==> src/rtl/regs_wr_arbiter.sv <==
// Write-port owner for the picoMIPS register file: clears %1..%31 after reset,
// then round-robin arbitrates two writeback requesters onto the single port.
module regs_wr_arbiter #(
    parameter int n = 8
) (
    input  logic         clk,
    input  logic         nReset,
    input  logic         req0_valid,
    input  logic [4:0]   req0_addr,
    input  logic [n-1:0] req0_data,
    output logic         req0_ready,
    input  logic         req1_valid,
    input  logic [4:0]   req1_addr,
    input  logic [n-1:0] req1_data,
    output logic         req1_ready,
    output logic         rf_w,
    output logic [4:0]   rf_waddr,
    output logic [n-1:0] rf_wdata,
    output logic         init_done
);

    typedef enum logic [1:0] {
        S_INIT = 2'd0,
        S_RUN  = 2'd1
    } state_t;

    state_t       state_q, state_d;
    logic [4:0]   cnt_q, cnt_d;
    logic         last_grant_q, last_grant_d;
    logic         rf_w_q, rf_w_d;
    logic [4:0]   rf_waddr_q, rf_waddr_d;
    logic [n-1:0] rf_wdata_q, rf_wdata_d;
    logic         init_done_q, init_done_d;
    logic         grant_valid;
    logic         grant_id;

    always_comb begin
        state_d      = state_q;
        cnt_d        = cnt_q;
        last_grant_d = last_grant_q;
        rf_w_d       = 1'b0;
        rf_waddr_d   = rf_waddr_q;
        rf_wdata_d   = rf_wdata_q;
        init_done_d  = init_done_q;
        grant_valid  = 1'b0;
        grant_id     = 1'b0;
        req0_ready   = 1'b0;
        req1_ready   = 1'b0;

        case (state_q)
            S_INIT: begin
                rf_w_d     = 1'b1;
                rf_waddr_d = cnt_q;
                rf_wdata_d = '0;
                cnt_d      = cnt_q + 5'd1;
                if (cnt_q == 5'd31) begin
                    state_d     = S_RUN;
                    init_done_d = 1'b1;
                end
            end
            S_RUN: begin
                // Under contention, favour whoever did not win last time.
                if (req0_valid && req1_valid) begin
                    grant_valid = 1'b1;
                    grant_id    = ~last_grant_q;
                end else if (req0_valid) begin
                    grant_valid = 1'b1;
                    grant_id    = 1'b0;
                end else if (req1_valid) begin
                    grant_valid = 1'b1;
                    grant_id    = 1'b1;
                end
                req0_ready = grant_valid && !grant_id;
                req1_ready = grant_valid && grant_id;
                if (grant_valid) begin
                    // %0 is hardwired: the handshake completes but nothing is written.
                    rf_w_d       = grant_id ? (req1_addr != 5'd0) : (req0_addr != 5'd0);
                    rf_waddr_d   = grant_id ? req1_addr : req0_addr;
                    rf_wdata_d   = grant_id ? req1_data : req0_data;
                    last_grant_d = grant_id;
                end
            end
            default: begin
                state_d     = S_INIT;
                cnt_d       = 5'd1;
                init_done_d = 1'b0;
            end
        endcase
    end

    always_ff @(posedge clk or negedge nReset) begin
        if (!nReset) begin
            state_q      <= S_INIT;
            cnt_q        <= 5'd1;
            last_grant_q <= 1'b1;
            rf_w_q       <= 1'b0;
            rf_waddr_q   <= 5'd0;
            rf_wdata_q   <= '0;
            init_done_q  <= 1'b0;
        end else begin
            state_q      <= state_d;
            cnt_q        <= cnt_d;
            last_grant_q <= last_grant_d;
            rf_w_q       <= rf_w_d;
            rf_waddr_q   <= rf_waddr_d;
            rf_wdata_q   <= rf_wdata_d;
            init_done_q  <= init_done_d;
        end
    end

    assign rf_w      = rf_w_q;
    assign rf_waddr  = rf_waddr_q;
    assign rf_wdata  = rf_wdata_q;
    assign init_done = init_done_q;

endmodule
==> config.mk <==
export PLATFORM = sky130hd
export DESIGN_NAME = regs_wr_arbiter
export DESIGN_NICKNAME = d
export VERILOG_FILES = /design/src/rtl/regs_wr_arbiter.sv
export SDC_FILE = /design/constraint.sdc
export NUM_CORES = 1
export LEC_CHECK = 0
export BUFFER_PORTS_ARGS = -buffer_cell sky130_fd_sc_hd__clkbuf_2
export CORE_UTILIZATION = 30
export DETAILED_ROUTE_END_ITERATION = 8
export SLEW_MARGIN = 25
export SYNTH_ARGS = -nofsm -noshare
export SYNTH_HDL_FRONTEND = slang
export SYNTH_SLANG_ARGS = --single-unit
==> constraint.sdc <==
create_clock -name clk -period 2.7 [get_ports clk]
set_input_delay 0.54 -clock clk [delete_from_list [all_inputs] [get_ports clk]]
set_output_delay 0.54 -clock clk [all_outputs]
set_load 0.02 [all_outputs]
==> flow_metrics.env <==
export IMPL_nNetsFinal=168
export IMPL_drt_iter0_markers=55
export IMPL_power_density_mw_per_mm2=512.0
export IMPL_ir_drop_uv=188.1
export IMPL_slew_viol_final=0
export IMPL_synthTopCellsByArea="dfrtp_1, mux2_2, and3_1"
export IMPL_dieArea_mm2=0.003843
export IMPL_fmaxAchievable_mhz=483.7
export IMPL_cts_hold_fix_buffers=0
export IMPL_synth_edf_count=0
export IMPL_viasPerCell=4.994
export IMPL_gp_congestion=0.8068
export IMPL_diodes=0
export IMPL_worstSetupEndpointType="output port"
export IMPL_fin_tns_setup_ns=0
export IMPL_hold_viol_final=0
export IMPL_fillers=357
export IMPL_synth_top_area_cell="dfrtp_1"
export IMPL_worstPathCellList="nand2b_4 > and3_4 > clkbuf_2"
export IMPL_synth_cell_types=33
export IMPL_netlist_area_mm2=0.001080
export IMPL_routed_wl_um=2447
export IMPL_rows=21
export IMPL_cp_slowest_stage_delay_ns=0.57
export IMPL_setup_worst_path_start="last_grant_q$_DFFE_PN1P_"
export IMPL_overflow=0
export IMPL_multi_input_area_um2=474.2
export IMPL_period_needed_ns=2.067
export IMPL_drive_gt1_frac=0.5111
export IMPL_start_util=0.3186
export IMPL_clock_latency_ns=0.31
export IMPL_synth_seq_area_share=0.4890
export IMPL_setup_worst_path_start_class="flip-flop"
export IMPL_worst_pin_slew_ns=0.5915
export IMPL_hold_path_class="input port to asynchronous set/reset pin"
export IMPL_core_mm2=0.003390
export IMPL_setup_viol=0
export IMPL_ant_nets=0
export IMPL_synth_top_area_share=0.4403
export IMPL_path_max_fanout=14
export IMPL_yosys_most_used_dff="dfrtp_1"
export IMPL_slowest_stage="dfstp_2"
export IMPL_wl_per_cell_um=13.52
export IMPL_grtUsageTotal=0.1358
export IMPL_critical_path_depth=3
export IMPL_io_pins=47
export IMPL_cts_buffers=3
export IMPL_cp_arrival_ns=1.53
export IMPL_crit_family="flip-flops"
export IMPL_grt_max_degree=22
export IMPL_htreeDepth=1
export IMPL_rr_worst_depth=3
export IMPL_maxSlewHeadroom=0.6040
export IMPL_status="finished, final reports clean"
export IMPL_r2r_start="init_done$_DFFE_PN0P_"
export IMPL_synth_seq_cells=21
export IMPL_finalClockSkew_ns=0.006499
export IMPL_cts_root_buffer="clkbuf_4"
export IMPL_die_y_um=62.00
export IMPL_synth_nets=123
export IMPL_drc=0
export IMPL_clkSlewWorstSetupHoldPaths_ns=0.12
export IMPL_post_cts_resized=0
export IMPL_syn_inst=91
export IMPL_antenna_found_initial=0
export IMPL_vias=904
export IMPL_fp_dieW_um=62.00
export IMPL_cts_buffer_depth=2
export IMPL_io_buffers=46
export IMPL_rsz0062_at_grt="no"
export IMPL_grt_pass1_wl_um=3739
export IMPL_cts_tree="done"
export IMPL_ys_async_sr_fraction=1.000
export IMPL_critPathCapture="req0_ready"
export IMPL_first_global_vias=776
export IMPL_r2r_slack_ns=1.24
export IMPL_fin_crit_sh=0.7657
export IMPL_finalCoreUtilization=0.3976
export IMPL_cellLeakagePower_nw=0.6916
export IMPL_required_ns=2.16
export IMPL_syn_avg_cell_area_um2=11.87
export IMPL_path_class="flip-flop to output port"
export IMPL_drv_cap=0
export IMPL_syn_to_final_growth_pct=24.80
export IMPL_critPathBufInv=1
export IMPL_ff_latch_area_um2=528.0
export IMPL_cts_setup_buffers=0
export IMPL_first_pass_iters=4
export IMPL_cts_sinks=21
export IMPL_ys_warn_count=0
export IMPL_r2r_end="rf_waddr[0]$_DFFE_PN0P_"
==> through the flow <==
step                worst slack [ns]  instances  power (mW)  instance area (µm²)  hold slack [ns]
global placement              0.7343        177      0.5408                 1320           0.4857
global route                  0.5311        181      0.7364                 1348           0.2049
detailed placement            0.7158        177      0.5436                 1320           0.4859
CTS                           0.6179        181      0.7022                 1348           0.1921
finish                        0.6327        181      0.6900                 1348           0.1804
floorplan                     0.8195         91      0.4778                 1080           0.2444
==> power by group <==
part / internal [mW] / total (mW) / switching [mW]
Clock: 0.0553 / 0.155 / 0.0995
Combinational: 0.0779 / 0.174 / 0.0963
Sequential: 0.345 / 0.361 / 0.0162
==> worst min-delay path by stage <==
stage / cells past startpoint / slack [ns] / end
CTS: 1 / 0.19 / rf_w$_DFF_PN0_
global placement: 1 / 0.49 / cnt_q[0]$_DFFE_PN1N_
floorplan: 0 / 0.24 / cnt_q[1]$_DFFE_PN0N_
finish: 1 / 0.18 / rf_w$_DFF_PN0_
detailed placement: 1 / 0.49 / cnt_q[3]$_DFFE_PN0N_
global route: 1 / 0.20 / rf_wdata[3]$_DFFE_PN0P_
==> registers in the layout (all words and copies together), names as in the netlist <==
| name | count |
|---|---|
| init_done | 1 |
| rf_w | 1 |
| rf_waddr | 5 |
| rf_wdata | 8 |
| last_grant_q | 1 |
| cnt_q | 5 |
==> logic make-up after synthesis <==
family,after synthesis,share of synthesized area
adder cells (fa/ha/maj),2,0.02317
multiplexers,6,0.06257
AO/OA/AOI/OAI,23,0.1819
flip-flops,21,0.4890
XOR/XNOR,3,0.02434
AND/OR/NAND/NOR,24,0.1472
buffers and inverters,12,0.07184
==> final cells by class <==
| type | instances | share of cell area |
|---|---|---|
| clock inverter | 1 | 0.003714 |
| timing repair buffer | 48 | 0.1820 |
| tap | 46 | 0.04271 |
| inverter | 4 | 0.01114 |
| sequential | 21 | 0.3918 |
| clock buffer | 3 | 0.01671 |
| multi-input combinational | 58 | 0.3519 |
==> Yosys cell counts (3+ instances only) <==
library cell	n
xnor2_1	3
dfrtp_1	19
o22ai_1	4
mux2_2	6
and3_1	9
a221o_2	4
inv_1	4
a221oi_1	4
a221o_1	4
nor2_1	4
==> layer usage <==
metal,track usage,vias up,wire (µm)
met2,0.1976,31,1155
met5,0,-,0
met3,0.04348,2,146
met1,0.1930,434,1124
met4,0.03810,0,21
li1,-,437,-
==> cell usage in the layout, fill, tap and decap left out, drive strengths merged, types with 2 or more instances in the layout <==
master / count
inv: 4
xnor2: 3
buf: 2
nor2: 4
dfrtp: 19
a221oi: 4
nand2b: 2
ha: 2
mux2: 6
and3: 10
dfstp: 2
or4: 2
a221o: 8
o22ai: 4
clkbuf: 49
nand3: 2
No activity file was read; power rests on OpenSTA's default activity.
